===== config.mk =====
export PLATFORM = sky130hd
export DESIGN_NAME = spi_host
export DESIGN_NICKNAME = d
export VERILOG_FILES = /design/src/rtl/spi_host.sv
export SDC_FILE = /design/constraint.sdc
export NUM_CORES = 1
export LEC_CHECK = 0
export ABC_AREA = 1
export ABC_CLOCK_PERIOD_IN_PS = 2200
export CAP_MARGIN = 20
export CELL_PAD_IN_SITES_DETAIL_PLACEMENT = 2
export CELL_PAD_IN_SITES_GLOBAL_PLACEMENT = 2
export CORE_MARGIN = 2
export CORE_UTILIZATION = 32
export DETAILED_ROUTE_END_ITERATION = 10
export PLACE_DENSITY_LB_ADDON = 0.2
export SYNTH_ARGS = -nofsm -noshare
export SYNTH_HDL_FRONTEND = slang
export SYNTH_SLANG_ARGS = --single-unit

===== constraint.sdc =====
create_clock -name clk_i -period 2.2 [get_ports clk_i]
set_clock_uncertainty 0.1 [all_clocks]
set_input_delay 0.44 -clock clk_i [delete_from_list [all_inputs] [get_ports clk_i]]
set_output_delay 0.44 -clock clk_i [all_outputs]
set_load 0.02 [all_outputs]

===== src/rtl/spi_host.sv =====
// SPI mode-0 initiator issuing one 16-bit frame {addr, rw, data} per request
// to the spiMemory responder, returning read data with a one-cycle done pulse.
module spi_host #(
  parameter int HALF_PERIOD = 50
) (
  input  logic       clk_i,
  input  logic       reset_i,
  input  logic       start_i,
  input  logic       rw_i,
  input  logic [6:0] addr_i,
  input  logic [7:0] wdata_i,
  output logic       busy_o,
  output logic       done_o,
  output logic [7:0] rdata_o,
  output logic       sclk_o,
  output logic       cs_o,
  output logic       mosi_o,
  input  logic       miso_i
);

  typedef enum logic [2:0] {
    IDLE,
    LEAD,
    HIGH,
    LOW,
    GUARD,
    DONE
  } state_e;

  localparam logic [15:0] LastCnt = 16'(HALF_PERIOD - 1);

  state_e      state_q, state_d;
  logic [15:0] cnt_q, cnt_d;
  logic [3:0]  bitIdx_q, bitIdx_d;
  logic        guardHalf_q, guardHalf_d;
  logic [15:0] frame_q, frame_d;
  logic [7:0]  rxShift_q, rxShift_d;
  logic        rw_q, rw_d;
  logic [7:0]  rdata_q, rdata_d;
  logic        sclk_q, sclk_d;
  logic        cs_q, cs_d;
  logic        lastCnt;

  assign lastCnt = (cnt_q == LastCnt);

  // Each phase lasts HALF_PERIOD cycles; GUARD runs two of them, tracked by guardHalf.
  always_comb begin
    state_d     = state_q;
    cnt_d       = cnt_q + 16'd1;
    bitIdx_d    = bitIdx_q;
    guardHalf_d = guardHalf_q;
    frame_d     = frame_q;
    rxShift_d   = rxShift_q;
    rw_d        = rw_q;
    rdata_d     = rdata_q;

    case (state_q)
      IDLE, DONE: begin
        cnt_d       = '0;
        bitIdx_d    = '0;
        guardHalf_d = 1'b0;
        state_d     = IDLE;
        if (start_i) begin
          state_d   = LEAD;
          rw_d      = rw_i;
          frame_d   = {addr_i, rw_i, (rw_i ? 8'h00 : wdata_i)};
          rxShift_d = '0;
        end
      end
      LEAD: begin
        if (lastCnt) begin
          cnt_d   = '0;
          state_d = HIGH;
        end
      end
      HIGH: begin
        // Data bits occupy rising edges 9..16; sample in the cycle sclk rises.
        if ((cnt_q == '0) && rw_q && bitIdx_q[3]) begin
          rxShift_d = {rxShift_q[6:0], miso_i};
        end
        if (lastCnt) begin
          cnt_d   = '0;
          state_d = LOW;
          frame_d = {frame_q[14:0], 1'b0};
        end
      end
      LOW: begin
        if (lastCnt) begin
          cnt_d = '0;
          if (bitIdx_q == 4'd15) begin
            state_d  = GUARD;
            bitIdx_d = '0;
          end else begin
            state_d  = HIGH;
            bitIdx_d = bitIdx_q + 4'd1;
          end
        end
      end
      GUARD: begin
        if (lastCnt) begin
          cnt_d = '0;
          if (guardHalf_q) begin
            state_d = DONE;
            if (rw_q) begin
              rdata_d = rxShift_q;
            end
          end else begin
            guardHalf_d = 1'b1;
          end
        end
      end
      default: begin
        state_d = IDLE;
        cnt_d   = '0;
      end
    endcase
  end

  // Pin levels are registered from the next state so they never glitch.
  always_comb begin
    sclk_d = (state_d == HIGH);
    cs_d   = !((state_d == LEAD) || (state_d == HIGH) || (state_d == LOW));
  end

  always_ff @(posedge clk_i) begin
    if (reset_i) begin
      state_q     <= IDLE;
      cnt_q       <= '0;
      bitIdx_q    <= '0;
      guardHalf_q <= 1'b0;
      frame_q     <= '0;
      rxShift_q   <= '0;
      rw_q        <= 1'b0;
      rdata_q     <= '0;
      sclk_q      <= 1'b0;
      cs_q        <= 1'b1;
    end else begin
      state_q     <= state_d;
      cnt_q       <= cnt_d;
      bitIdx_q    <= bitIdx_d;
      guardHalf_q <= guardHalf_d;
      frame_q     <= frame_d;
      rxShift_q   <= rxShift_d;
      rw_q        <= rw_d;
      rdata_q     <= rdata_d;
      sclk_q      <= sclk_d;
      cs_q        <= cs_d;
    end
  end

  // The frame register shifts to zero after its last bit, so mosi idles low.
  assign mosi_o  = frame_q[15];
  assign sclk_o  = sclk_q;
  assign cs_o    = cs_q;
  assign rdata_o = rdata_q;
  assign busy_o  = (state_q == LEAD) || (state_q == HIGH) || (state_q == LOW) ||
                   (state_q == GUARD);
  assign done_o  = (state_q == DONE);

endmodule


[After elaboration in Yosys (flattened, before gate mapping)]
Index checks and enable logic that the tools add are counted.
Word-level totals
  logic and storage cells: 70
  output and inout bits: 13
  bits of input ports: 20
  flip-flop bits (word level): 59
Operators by class
  add/subtract/negate cells: 2
  reduce and logical (&&, ||, !) cells: 22
  eq/ne operators: 15
  bitwise logic cells: 1
  multiplexer cells: 20
Operators with widths (count)
  2-to-1 mux 16 bit: 2
  case mux 16 bit (2 select lines): 1
  2-to-1 mux 8 bit: 3
  2-to-1 mux 3 bit: 6
  adder 16 x 1 -> 16 bit, second input constant: 1
  == test 16 x 6 -> 1 bit, second input constant: 1
  logical NOT 16 bit: 1
  case mux 8 bit (2 select lines): 1
  case mux 3 bit (5 select lines): 1
  == test 3 x 2 -> 1 bit, second input constant: 4
  inequality test 2 bit, second input constant: 5
  2-to-1 mux 4 bit: 2
  case mux 4 bit (2 select lines): 1
  == test 3 x 1 -> 1 bit, second input constant: 2
  == test 3 bit, second input constant: 2
  AND reduction 2 bit: 3
  AND reduction 3 bit: 2
  nonzero test 2 bit: 3
  logical OR 1 bit: 5
  adder 4 x 1 -> 4 bit, second input constant: 1
  == test 4 bit, second input constant: 1
  AND reduction 4 bit: 1
  OR reduction 4 bit: 1
  logical NOT 3 bit: 1
  other kinds (7): 9

[Logic depth before layout (Yosys ltp)]
  depth after elaboration: 8
  mapped depth: 12

[Worst setup path before layout]
Ideal clock, no wire load.
  kind: flip-flop to flip-flop
  from: register cnt_q[0]
  to: register bitIdx_q[1]
  period minus slack after synthesis: 1535 ps
  arrival: 1318 ps
  required time: 1983 ps
  library setup time: 117 ps
  setup slack: 665 ps
  cell stages (with the launch flop): 11
  cells stage by stage: dfxtp_1 ha_1 nand3_1 nor2_2 nand2_2 inv_2 nand2_1 nand2_2 inv_2 a21oi_1 nor2_1
Between the ends
  word-level cells in the longest chain between the ends: 3
Ends and longest elaborated chain
  from (decl): RTL line 33  | logic [15:0] cnt_q, cnt_d;
  from (signal assigned): RTL line 139  | cnt_q <= cnt_d;
  == test 16 x 6 -> 1 bit: RTL line 44  | assign lastCnt = (cnt_q == LastCnt);
  inequality test 2 bit (no source line)
  AND reduction 2 bit (no source line)
  to (signal assigned): RTL line 140  | bitIdx_q <= bitIdx_d;
  to (decl): RTL line 34  | logic [3:0] bitIdx_q, bitIdx_d;
No other way between the ends.
A chain may end at the register's enable or synchronous reset.

[Worst setup path after layout]
  from: register state_q[0]
  to: output port busy_o
Between the ends
  word-level cells in the longest chain between the ends: 4
Ends and longest elaborated chain
  from (decl): RTL line 32  | state_e state_q, state_d;
  from (signal assigned): RTL line 138  | state_q <= state_d;
  == test 3 x 1 -> 1 bit / == test 3 x 2 -> 1 bit (equally long branches): RTL line 156  | assign busy_o = (state_q == LEAD) || (state_q == HIGH) || (state_q == LOW) ||
  logical OR 1 bit (2 in a row): RTL line 156
  logical OR 1 bit *: RTL line 156
  to (decl): RTL line 12  | output logic busy_o,
Every way passes the cells marked *; elsewhere a longest branch is shown, timed or not.

==> results <==
[cell type report]
class / count / area share [%]
clock buffer: 10 / 4.07
clock inverter: 6 / 2.63
inverter: 35 / 3.89
multi-input combinational: 252 / 39.6
sequential: 59 / 35.0
tap: 105 / 3.89
timing repair buffer: 37 / 10.9
[synthesized netlist by cell type, drive strengths merged, types with 2 or more instances]
library cell,count,area (µm²)
a211oi,2,20.0
inv,35,131
nor2,54,258
buf,6,46.3
a31oi,2,12.5
nor3,9,45.0
clkbuf,6,22.5
o21ai,24,120
o21a,2,15.0
nand2,71,292
o211a,11,110
xor2,2,17.5
a21oi,31,155
nand3,33,180
dfxtp,59,1180
ha,4,50.1
[timing repair]
item                                    4_1_cts  5_1_grt
gates resized for setup                       2        3
cloned                                        0        0
endpoints found under the setup margin        2        1
[path summary, 6_finish.rpt]
kind	endpoint	cells after the start
setup reg to reg	cnt_q[9]$_SDFF_PP0_	9
hold reg to reg	frame_q[9]$_SDFFE_PP0P_	2
setup / recovery	busy_o	6
hold / removal	frame_q[9]$_SDFFE_PP0P_	2
[metrics by stage]
step | hold slack [ps] | utilization, % | cell area (µm²) | instances
4_1_cts | 358 | 41.0 | 3370 | 504
6_report | 352 | 41.1 | 3380 | 504
3_5_place_dp | 347 | 38.3 | 3150 | 488
5_1_grt | 392 | 41.1 | 3380 | 504
3_3_place_gp | 335 | 38.3 | 3150 | 488
2_1_floorplan | 325 | - | 2710 | 358
[worst register-to-register path: stages (launching register included)]
cell and delay [ps]:
dfxtp_1 380, inv_1 80, ha_1 190, nand3_1 90
nor2_2 60, nand2_2 140, nand3_2 330, inv_1 200
o21ai_0 100, a21oi_1 120
[sequential cells by signal (all words and copies together) (netlist names)]
| signal | flops |
|---|---|
| cnt_q | 16 |
| frame_q | 16 |
| rdata_o | 8 |
| rxShift_q | 8 |
| bitIdx_q | 4 |
| state_q | 3 |
| cs_o | 1 |
| guardHalf_q | 1 |
| rw_q | 1 |
| sclk_o | 1 |
[power breakdown]
part | internal, µW | switching [µW] | leakage [µW]
clock | 668 | 465 | 0.000108
combinational | 143 | 205 | 0.000760
sequential | 1130 | 45.0 | 0.000482
[cell families (layout without fill, tap and decap cells)]
kind of cell,after synthesis,count (layout),share of synthesized area [%]
DFF,59,59,43.5
buffers and inverters,47,88,7.38
AOI/OAI and AO/OA,74,74,16.6
adders and majority gates,4,4,1.84
xor gates and xnor gates,3,3,0.968
and+or+nand+nor,171,171,29.7
[routing by layer]
metal  share of wire [%]  track usage [%]
met5                   0                0
met4                0.96             7.14
met3                 2.5             3.76
met2                  49             29.3
met1                  48             22.3
==> impl_metrics.csv <==
group,metric,value,unit
detailed_routing,antenna_left,0,
layout,drive_gt1_share,14.0,%
timing,max_freq,482,MHz
global_routing,grt_max_degree,30,
yosys,synth_area,2710,µm²
layout,layout_common_cells,"nand2_1, dfxtp_1, nor2_1",
layout,regArea,1180,µm²
cts,hold_buffers,0,
timing,slew_viol_final,0,
timing,min_period,2070,ps
cts,cts_made_buffers,9,
timing,slew_headroom,70.3,%
placed_design,gp_congestion,0.778,
placed_design,post-place-ws,156,ps
timing,tns,0,ps
setup_path,crit_buf_inv,3,
setup_path,path_max_fanout,4,
detailed_routing,dr.first_iter.drc_count,57,
detailed_routing,vias,2477,
timing,grt_setup_unrepaired,"no",
layout,fill_cells,953,
yosys,synth.distinct_cells,34,
yosys,synth-seq-area-share,43.5,%
global_routing,antenna_found_initial,0,
detailed_routing,drt_first_pass_iters,4,
placed_design,portBuffers,32,
global_routing,grt_pass1_vias,2603,
detailed_routing,wire_per_inst,14.5,µm
floorplanning,io_pins,33,
setup_path,cpMaxStageDelayCell,"dfxtp_1",
floorplanning,dieArea,9230,µm²
yosys,synth_async_sr_flop_share,0,%
placed_design,dp_hpwl,5220,µm
cts,clk_pin_slew,70,ps
cts,cts_buffer_depth,2,
cts,clock_sink_count,59,
yosys,syn_nets,382,
setup_path,path_delay_family,"buffers and inverters",
global_routing,grt_pass1_wl,12400,µm
layout,diodes,0,
power_and_ir_drop,peakVddDrop,0.312,mV
power_and_ir_drop,p_leak,0.00135,µW
cts,post_cts_buffers,0,
detailed_routing,routed_wl,7300,µm
floorplanning,die_h,96.1,µm
setup_path,crit_type,"flop to output pin",
yosys,synth_edf_count,0,
timing,worst_slack,125,ps
cts,cts_tree,"done",
run,cap_violations,0,
layout,areaGrowthSynthToFinish,24.5,%
yosys,ys_seq_elements,59,
hold_path,worstHoldStart,"frame_q[9]$_SDFFE_PP0P_",
timing,worst_pin_slew,442,ps
global_routing,overflow,0,
setup_path,cp-end-kind,"output pin",
layout,multi_input_area,1340,µm²
detailed_routing,drc,0,
setup_path,r2r-start,"cnt_q[1]$_SDFF_PP0_",
cts,clk-insertion-delay-late,340,ps
setup_path,cp.arrival,1530,ps
floorplanning,coreArea,8220,µm²
cts,cts-root-buf,"clkbuf_8",
setup_path,rrSetupSlack,340,ps
yosys,synth_top_flop_cell,"dfxtp_1",
floorplanning,row_count,33,
setup_path,required,1660,ps
timing,hold_viol,0,
setup_path,cpPeakStageDelay,370,ps
setup_path,startpoint,"state_q[0]$_SDFF_PP0_",
timing,period_share,94.3,%
global_routing,grt.total_usage,17.7,%
yosys,syn_area_per_cell,7.58,µm²
power_and_ir_drop,power,2660,µW
status,status,"completed",
floorplanning,die_w,96.1,µm
floorplanning,start_util,33.0,%
hold_path,hold_class,"flop to flop",
layout,mostFrequentLayoutCell,"nand2_1",
yosys,yosysWarnings,0,
layout,nNetsFinal,418,
setup_path,worstSetupStartpointType,"flop",
detailed_routing,viasPerCell,4.91,
setup_path,crit_chain,"nor2_4, inv_1, nor2_2, nor2_1, inv_2, clkdlybuf4s15_1",
power_and_ir_drop,power.density,787,nW/µm²
yosys,postSynthCellCount,358,
cts,htreeDepth,3,
timing,setup_viol,0,
Power figures use the tool's default switching activity.
